### config.mk
export PLATFORM = sky130hd
export DESIGN_NAME = gt_stamp_arb
export DESIGN_NICKNAME = d
export VERILOG_FILES = /design/src/rtl/gt_stamp_arb.sv
export SDC_FILE = /design/constraint.sdc
export NUM_CORES = 1
export LEC_CHECK = 0
export BUFFER_PORTS_ARGS = -buffer_cell sky130_fd_sc_hd__buf_2
export CORE_ASPECT_RATIO = 1.1
export CORE_MARGIN = 3
export CORE_UTILIZATION = 50
export CTS_CLUSTER_DIAMETER = 30
export DETAILED_ROUTE_END_ITERATION = 6
export GPL_TIMING_DRIVEN = 0
export HOLD_SLACK_MARGIN = 0.08
export PLACE_DENSITY = 0.82
export SLEW_MARGIN = 20
export SYNTH_ARGS = -nofsm -noshare
export SYNTH_HDL_FRONTEND = slang
export SYNTH_SLANG_ARGS = --single-unit
### constraint.sdc
create_clock -name clk -period 4.8 [get_ports clk]
set_input_delay 0.96 -clock clk [delete_from_list [all_inputs] [get_ports clk]]
set_output_delay 0.96 -clock clk [all_outputs]
set_load 0.05 [all_outputs]
### src/rtl/gt_stamp_arb.sv
// Round-robin arbiter sharing one global-time latch between NREQ requesters.
// Each grant pulses trig, waits SETTLE cycles, then queues {id, gtin} in a FWFT FIFO.
module gt_stamp_arb #(
    parameter int NREQ   = 4,
    parameter int SETTLE = 3,
    parameter int DEPTH  = 8
) (
    input  logic            clk,
    input  logic            reset,
    input  logic [NREQ-1:0] req,
    output logic            trig,
    input  logic [24:0]     gtin,
    output logic [24:0]     out_gt,
    output logic [2:0]      out_id,
    output logic            out_valid,
    input  logic            out_ready,
    output logic [6:0]      fifo_cnt,
    output logic [7:0]      overflow,
    output logic            busy
);

    localparam int AW = $clog2(DEPTH);
    localparam int CW = $clog2(SETTLE + 1);

    typedef enum logic [1:0] {
        S_IDLE,
        S_TRIG,
        S_WAIT,
        S_CAPT
    } state_t;

    state_t          r_state;
    logic [NREQ-1:0] r_pending;
    logic [2:0]      r_rr;
    logic [2:0]      r_gid;
    logic [CW-1:0]   r_wait;
    logic            r_trig;
    logic [AW-1:0]   r_wr_ptr;
    logic [AW-1:0]   r_rd_ptr;
    logic [6:0]      r_cnt;
    logic [7:0]      r_ovf;
    logic [27:0]     r_mem [DEPTH];

    logic            w_hit_hi;
    logic            w_hit_lo;
    logic [2:0]      w_id_hi;
    logic [2:0]      w_id_lo;
    logic [2:0]      w_gnt;
    logic [2:0]      w_rr_next;
    logic            w_grant;
    logic [NREQ-1:0] w_clr;
    logic            w_valid;
    logic            w_pop;
    logic            w_full;
    logic            w_capt;
    logic            w_push;
    logic [27:0]     w_head;

    // Round-robin pick: the lowest pending id at or above r_rr wins, otherwise
    // the lowest pending id below it (the wrap-around half of the search).
    // NOTE: every signal assigned in always_comb gets a default first so no
    // path leaves it unassigned and no latch is inferred.
    always_comb begin
        w_hit_hi = 1'b0;
        w_hit_lo = 1'b0;
        w_id_hi  = '0;
        w_id_lo  = '0;
        for (int j = 0; j < NREQ; j++) begin
            if (r_pending[j]) begin
                if (3'(j) >= r_rr) begin
                    if (!w_hit_hi) begin
                        w_hit_hi = 1'b1;
                        w_id_hi  = 3'(j);
                    end
                end else if (!w_hit_lo) begin
                    w_hit_lo = 1'b1;
                    w_id_lo  = 3'(j);
                end
            end
        end
    end

    assign w_gnt     = w_hit_hi ? w_id_hi : w_id_lo;
    assign w_rr_next = (w_gnt == 3'(NREQ - 1)) ? 3'd0 : w_gnt + 3'd1;
    assign w_grant   = (r_state == S_IDLE) && (|r_pending);
    assign w_clr     = w_grant ? (NREQ'(1) << w_gnt) : '0;

    assign w_valid = (r_cnt != 7'd0);
    assign w_pop   = w_valid && out_ready;
    assign w_full  = (r_cnt == 7'(DEPTH));
    assign w_capt  = (r_state == S_CAPT);
    // A full FIFO still accepts the capture when its head leaves in the same cycle.
    assign w_push  = w_capt && (!w_full || w_pop);

    // NOTE: sequential state uses non-blocking assignments only, so every
    // register samples pre-edge values regardless of statement order.
    always_ff @(posedge clk) begin
        if (reset) begin
            r_state   <= S_IDLE;
            r_pending <= '0;
            r_rr      <= '0;
            r_gid     <= '0;
            r_wait    <= '0;
            r_trig    <= 1'b0;
            r_wr_ptr  <= '0;
            r_rd_ptr  <= '0;
            r_cnt     <= '0;
            r_ovf     <= '0;
        end else begin
            // A request arriving in its own grant cycle re-arms the bit after the clear.
            r_pending <= (r_pending & ~w_clr) | req;
            r_trig    <= 1'b0;

            case (r_state)
                S_IDLE: begin
                    if (w_grant) begin
                        r_gid   <= w_gnt;
                        r_rr    <= w_rr_next;
                        r_trig  <= 1'b1;
                        r_state <= S_TRIG;
                    end
                end
                S_TRIG: begin
                    r_wait  <= CW'(SETTLE);
                    r_state <= S_WAIT;
                end
                S_WAIT: begin
                    if (r_wait == CW'(1)) begin
                        r_state <= S_CAPT;
                    end else begin
                        r_wait <= r_wait - CW'(1);
                    end
                end
                S_CAPT: begin
                    r_state <= S_IDLE;
                end
                default: begin
                    r_state <= S_IDLE;
                end
            endcase

            if (w_push) begin
                r_wr_ptr <= r_wr_ptr + AW'(1);
            end
            if (w_pop) begin
                r_rd_ptr <= r_rd_ptr + AW'(1);
            end
            if (w_push && !w_pop) begin
                r_cnt <= r_cnt + 7'd1;
            end else if (!w_push && w_pop) begin
                r_cnt <= r_cnt - 7'd1;
            end

            if (w_capt && !w_push && (r_ovf != 8'hFF)) begin
                r_ovf <= r_ovf + 8'd1;
            end
        end
    end

    // NOTE: the storage array has no reset; emptiness is tracked by r_cnt and
    // the outputs are forced to zero while the FIFO is empty.
    always_ff @(posedge clk) begin
        if (w_push && !reset) begin
            r_mem[r_wr_ptr] <= {r_gid, gtin};
        end
    end

    assign w_head    = r_mem[r_rd_ptr];
    assign out_valid = w_valid;
    assign out_gt    = w_valid ? w_head[24:0]  : '0;
    assign out_id    = w_valid ? w_head[27:25] : '0;
    assign fifo_cnt  = r_cnt;
    assign overflow  = r_ovf;
    assign trig      = r_trig;
    assign busy      = (r_state != S_IDLE) || (|r_pending);

endmodule

==> results.toml, run 1 <==
[grt]
grt_max_degree = 21
overflow = 0
grt_first_pass_wirelength_mm = 34.91
antenna_found_initial = 2
first_global_vias = 6207
grt_usage_pct = 20.77

[clocking]
cts-root-buf = "clkbuf_16"
cts_hold_buf = 0
clk_path_buf_depth = 3
numCtsBuffers = 37
clkTransAtPathRegs_ns = 0.05
cts_sinks = 253
h-tree-depth = 2
clk_latency_ns = 0.52
cts_setup_buffers = 0
cts_tree = "built"
cts_resized = 0

[sta]
final_max_slew_viol_count = 0
setup_slack_ns = 1.007
rsz0062_at_grt = "no"
finalSetupViolations = 0
max_freq_ghz = 0.2636
final_hold_viol_count = 0
worst_slew_pin_slew_ns = 0.8233
fin_skew_ns = 0.01127
finalCritPeriodShare_pct = 79.02
slew_headroom_pct = 44.82
min_period_ns = 3.793

[placement]
post-dp-hpwl_mm = 14.42
dp_slack_ns = 1.120
place_area_um2 = 11220
gp_congestion = 0.7790
io_buffers = 76
dpl.cell_count = 934

[cells_and_area]
final_area_um2 = 12470
instances_no_fill = 1004
area_delta_synth_final_pct = 21.88
drive_gt1_share_pct = 32.93
final_nets = 772

[worst_setup_path]
cp-start-kind = "flop"
critPathMaxStageDelay_ns = 0.67
cpMaxStageDelayCell = "clkbuf_1"
ff2ff_path_depth = 10
cp_max_fo = 10
path_cells = "clkbuf_1 > clkbuf_1 > mux4_2 > mux2i_1 > nor2_1 > buf_2"
r2r_end = "fifo_cnt[6]"
reg2reg_slack_ns = 1.36
cp_common_cell = "clkbuf_1"
crit_end = "out_gt[16]"
cp.arrival_ns = 2.83
criticalPathCategory = "flop to output port"
critPathCaptureType = "output port"
required_ns = 3.84
rr_startpoint = "fifo_cnt[1]"

[die]
die_area_um2 = 22210
core-area_um2 = 19930
ios = 78
rows = 54
die_w_um = 142.4
initial_core_util_pct = 51.32
die_h_um = 156.0

[synthesis]
synth_seq_cells = 253
ys_types = 51
ys_async_sr_fraction_pct = 0
yosysMostFrequentCell = "edfxtp_1"
synth_top_family_by_area = "multiplexers"
yosysWarnings = 0
synth.largest_area_cell = "edfxtp_1"
synth_seq_area_share_pct = 70.65
synth_top_cells_by_count = "edfxtp_1, nor2_1, mux4_2"
synth_cells = 581
synth_fa_ha_area_share_pct = 2.398
avgSynthCellArea_um2 = 17.61
synth_edf_count = 216
synth_top_area_share_pct = 63.41
synth_area_um2 = 10230
synth-simple-area-share_pct = 6.006
synth.area.top_cells = "edfxtp_1, mux4_2, dfxtp_1"
ys.flop_type = "edfxtp_1"
syn_nets = 632
synthMuxAreaShare_pct = 15.12
synthXorXnorAreaFrac_pct = 0.5138
synth_compound_area_share_pct = 3.682

[detailed_routing]
ant_nets = 0
via_per_inst = 5.970
wl_mm = 22.67
num_vias = 5994
firstDrtPassIters = 5
drt_iter0_markers = 532
drc = 0
wl_per_cell_um = 22.58

[hold_path]
hold_class = "flop to flop"

[power]
p_total_mw = 7.411
vdd_drop_max_v = 0.0003624
leakage_nw = 4.291
power_density_nw_per_um2 = 594.5

[run]
max_cap_violations = 0

[status]
status = "finished clean"
## critical path: cells and delay by family, from the launching register on
| kind | cells | cell delay [ns] |
|---|---|---|
| flip-flops | 1 | 0.31 |
| buffers and inverters | 3 | 1.30 |
| multiplexers | 2 | 0.63 |
| AND/OR/NAND/NOR | 1 | 0.06 |
## routing by layer
metal | vias to the layer above | track usage, % | wire length [um]
met5 | - | 0 | 16
met4 | 4 | 6.474 | 505
met3 | 50 | 4.752 | 1694
met2 | 281 | 35.98 | 11880
met1 | 3046 | 26.18 | 8577
li1 | 2613 | - | -
## final cells by class
| class | instances | area, um2 |
|---|---|---|
| fillers | 1331 | 7465 |
| inverters | 13 | 51.30 |
| plain buffers | 25 | 111.4 |
| diodes | 2 | 5.005 |
| clock inverters | 28 | 305.3 |
| well taps | 252 | 315.3 |
| repair buffers | 101 | 625.6 |
| flip-flops and latches | 253 | 7227 |
| multi-input cells | 290 | 2889 |
| clock buffers | 40 | 937.1 |
## per-stage QoR
stage	utilization [%]	setup TNS, ns	hold WS, ns
finish	62.55	0	0.4880
global route	62.52	0	0.5119
CTS	62.52	0	0.4977
detailed placement	56.29	0	0.4906
global placement	54.81	-206.49	0.4579
floorplan	-	0	0.4436
## cells in the final DEF (no fill, tap or decap), types with 3 or more instances in the layout
cell type / instances
nor4_1: 5
buf_4: 5
dfxtp_1: 37
mux2i_1: 33
clkinvlp_4: 3
inv_1: 12
or4_1: 3
clkinv_2: 4
nor2_1: 54
xor2_1: 4
nor3_1: 4
inv_6: 5
a211oi_1: 5
clkbuf_16: 37
clkinv_4: 5
nand3_1: 7
nand2b_1: 3
nand4_1: 3
buf_6: 8
ha_1: 18
a21oi_1: 19
nand2_1: 17
inv_8: 4
nor3_2: 3
o21a_1: 4
buf_1: 5
o21ai_0: 6
edfxtp_1: 216
o31ai_1: 4
nor2b_1: 4
nor2_4: 3
clkbuf_1: 11
mux4_2: 54
buf_2: 97
bufinv_16: 3
## where the power goes
group | switching, mW | internal [mW]
logic | 1.46 | 0.749
clock network | 1.03 | 1.62
registers | 0.0815 | 2.47
## worst min path at each step
stage                     startpoint   endpoint  slack, ns  cells after the start
after floorplan            r_wait[0]  r_wait[0]       0.44                      1
final                      r_wait[0]  r_wait[0]       0.49                      1
after detailed placement   r_wait[0]  r_wait[0]       0.49                      1
after global routing       r_wait[0]  r_wait[0]       0.51                      1
after global placement     r_wait[0]  r_wait[0]       0.46                      1
after CTS                  r_wait[0]  r_wait[0]       0.50                      1
## sequential cells by signal, indices dropped and copies added, names as in the netlist, named ones only
signal and count:
r_wr_ptr 3, trig 1, r_rr 2, r_state 2
r_pending 4, overflow 8, fifo_cnt 7, r_rd_ptr 3
r_gid 2, r_wait 2, r_mem 216
## kinds of logic (layout without fill, tap and decap cells)
| kind of cell | Yosys count | count (layout) |
|---|---|---|
| compound gates | 53 | 53 |
| simple gates | 124 | 124 |
| mux | 87 | 87 |
| flops | 253 | 253 |
| buf+inv | 38 | 207 |
| fa+ha+maj | 19 | 19 |
| other cells | 1 | 3 |
| xor+xnor | 6 | 6 |
No activity file was read; power rests on OpenSTA's default activity.
==> inputs of run 2 (changes only) <==
ABC_AREA = 1   (was default)
clock period = 3.2 ns   (was 4.8 ns; I/O delays follow)
==> run 2 against run 1 <==
Die area is 3.5% higher. Utilization is 0.54 points higher. Combinational power is 83% higher. Non-clock buffer count is 13 higher. Cell area is 4.8% higher. Sequential power is 51% higher. Critical path type unchanged. Sequential share of layout area is 2.7 points lower. Synthesized area is 3.7% higher.
==> results.toml, run 2 <==
[status]
status = "finished clean"

[grt]
grt_max_degree = 21
first_global_vias = 7740
grt_usage_pct = 22.27
grt_first_pass_wirelength_mm = 40.10
overflow = 0
antenna_found_initial = 3

[placement]
place_area_um2 = 11600
post-dp-hpwl_mm = 16.39
dpl.cell_count = 1312
io_buffers = 76
gp_congestion = 0.8389

[detailed_routing]
via_per_inst = 5.675
drt_iter0_markers = 797
num_vias = 7905
wl_mm = 25.93
drc = 0
firstDrtPassIters = 6
wl_per_cell_um = 18.62
ant_nets = 0

[die]
die_area_um2 = 23000
initial_core_util_pct = 51.20
die_h_um = 158.7
rows = 55
die_w_um = 144.9
core-area_um2 = 20710
ios = 78

[cells_and_area]
drive_gt1_share_pct = 20.43
top_register = "r_mem"
mostFrequentLayoutCells = "nor2_1, edfxtp_1, o21ai_0"
largest_reg_flops = 216
final_area_um2 = 13070
final_common_cell = "nor2_1"
area_delta_synth_final_pct = 23.23
instances_no_fill = 1393
final_nets = 1123

[worst_setup_path]
reg2reg_slack_ns = 0.50
r2r_end = "fifo_cnt[5]"
critPathCaptureType = "output port"
cp.arrival_ns = 2.48
cp-start-kind = "flop"
rr_startpoint = "fifo_cnt[0]"
ff2ff_path_depth = 17
cp_max_fo = 10
critPathMaxStageDelay_ns = 0.47
criticalPathCategory = "flop to output port"
required_ns = 2.56
cpMaxStageDelayCell = "clkbuf_1"
path_cells = "buf_2 > clkbuf_1 > o21ai_0 > o32ai_1 > nor2_1 > nor2_1 > buf_2"

[power]
p_total_mw = 12.45
leakage_nw = 4.875
vdd_drop_max_v = 0.0005303
power_density_nw_per_um2 = 952.8

[hold_path]
holdPathStages = 3
min_from = "req[1]"
hold_class = "input port to flop"
holdPathEnd = "r_pending[1]"

[sta]
max_freq_ghz = 0.3205
finalCritPeriodShare_pct = 97.50
finalSetupViolations = 0
fin_skew_ns = 0.02161
final_max_slew_viol_count = 0
rsz0062_at_grt = "yes"
worst_slew_pin_slew_ns = 0.6494
slew_headroom_pct = 56.47
min_period_ns = 3.120
final_hold_viol_count = 0

[synthesis]
synth_area_um2 = 10610
ys_types = 40
syn_nets = 986
synth_edf_count = 216
synth_top_cells_by_count = "nor2_1, edfxtp_1, o21ai_0"
synth.largest_area_cell = "edfxtp_1"
yosysWarnings = 0
synth_cells = 935
synth_seq_area_share_pct = 68.15
synth.area.top_cells = "edfxtp_1, nor2_1, dfxtp_1"
avgSynthCellArea_um2 = 11.34
synth_top_area_share_pct = 61.16
yosysMostFrequentCell = "nor2_1"
synth_seq_cells = 253
ys.flop_type = "edfxtp_1"
ys_async_sr_fraction_pct = 0

[clocking]
cts_tree = "built"
cts_hold_buf = 0
numCtsBuffers = 43
clk_path_buf_depth = 3
cts_setup_buffers = 0
cts_sinks = 253
clkTransAtPathRegs_ns = 0.05
h-tree-depth = 2
clk_latency_ns = 0.53
cts-root-buf = "clkbuf_16"

[run]
max_cap_violations = 0
==> run 2: cell types whose count changed after synthesis, sizes merged, moves of 9 or more <==
| cell | change |
|---|---|
| nor2 | +206 |
| o21ai | +142 |
| mux4 | -54 |
| nand2 | +44 |
| mux2i | -33 |
| inv | +31 |
| o32ai | +27 |
| buf | +13 |
| clkbuf | +9 |
| nand4 | +9 |
==> run 2: routing by layer <==
layer,track usage [%],share of wire [%]
met1,28.16,38
met2,36.41,49
met3,4.940,9.4
met4,9.924,2.9
met5,0,0.042
==> run 2: what timing repair did <==
action | CTS | global route
endpoints found under the setup margin | 0 | 20
hold endpoints to repair | 0 | 0
resized for setup | 0 | 8
==> run 2: report_power, final <==
group / total (mW) / internal (mW) / switching [mW]
Sequential: 3.87 / 3.74 / 0.123
Combinational: 4.05 / 1.06 / 2.99
Clock: 4.54 / 2.86 / 1.68
==> run 2: through the flow <==
step	worst slack (ns)	hold slack [ns]	utilization [%]	TNS [ns]
3_5_place_dp	0.5150	0.4721	56.00	0
4_1_cts	0.03332	0.3045	63.03	0
6_report	0.08009	0.3193	63.09	0
2_1_floorplan	-0.4836	0.4334	-	-52.23
5_1_grt	-0.04146	0.3158	63.09	-0.06266
3_3_place_gp	-1.809	0.4506	54.76	-242.69
==> run 2: critical path, delay by kind of cell, from the launching register on <==
family                 cells  cell delay, ns
buffers and inverters      3            0.99
AOI/OAI and AO/OA          2            0.38
DFF                        1            0.31
and+or+nand+nor            2            0.26
==> run 2: area by class of cell <==
| type | instances | area (um2) |
|---|---|---|
| fill | 1445 | 7645 |
| sequential | 253 | 7227 |
| multi-input combinational | 591 | 3020 |
| clock buffer | 46 | 1087 |
| timing repair buffer | 92 | 588.1 |
| clock inverter | 33 | 369.1 |
| tap | 285 | 356.6 |
| buffer | 47 | 244.0 |
| inverter | 44 | 171.4 |
| antenna | 2 | 5.005 |
==> run 2: worst max path at each step <==
stage / slack (ns) / depth (start not counted) / start / to
CTS: 0.03 / 8 / fifo_cnt[0] / out_gt[13]
global route: -0.04 / 7 / flop / out_gt[13]
detailed placement: 0.51 / 17 / fifo_cnt[0] / fifo_cnt[5]
global placement: -1.81 / 7 / out_ready / r_mem[0][11]
floorplan: -0.48 / 8 / fifo_cnt[0] / r_mem[4][0]
finish: 0.08 / 7 / flop / out_gt[13]
==> run 2: cells by family (layout without fill, tap and decap cells) <==
logic type               Yosys count  count (layout)  share of synthesized area (%)
other                              1               3                        0.03536
buffers and inverters             91             262                          3.846
flip-flops                       253             253                          68.15
AND/OR/NAND/NOR                  359             359                          14.15
adder cells (fa/ha/maj)           19              19                          2.312
AO/OA/AOI/OAI                    205             205                          10.94
XOR/XNOR                           7               7                         0.5781
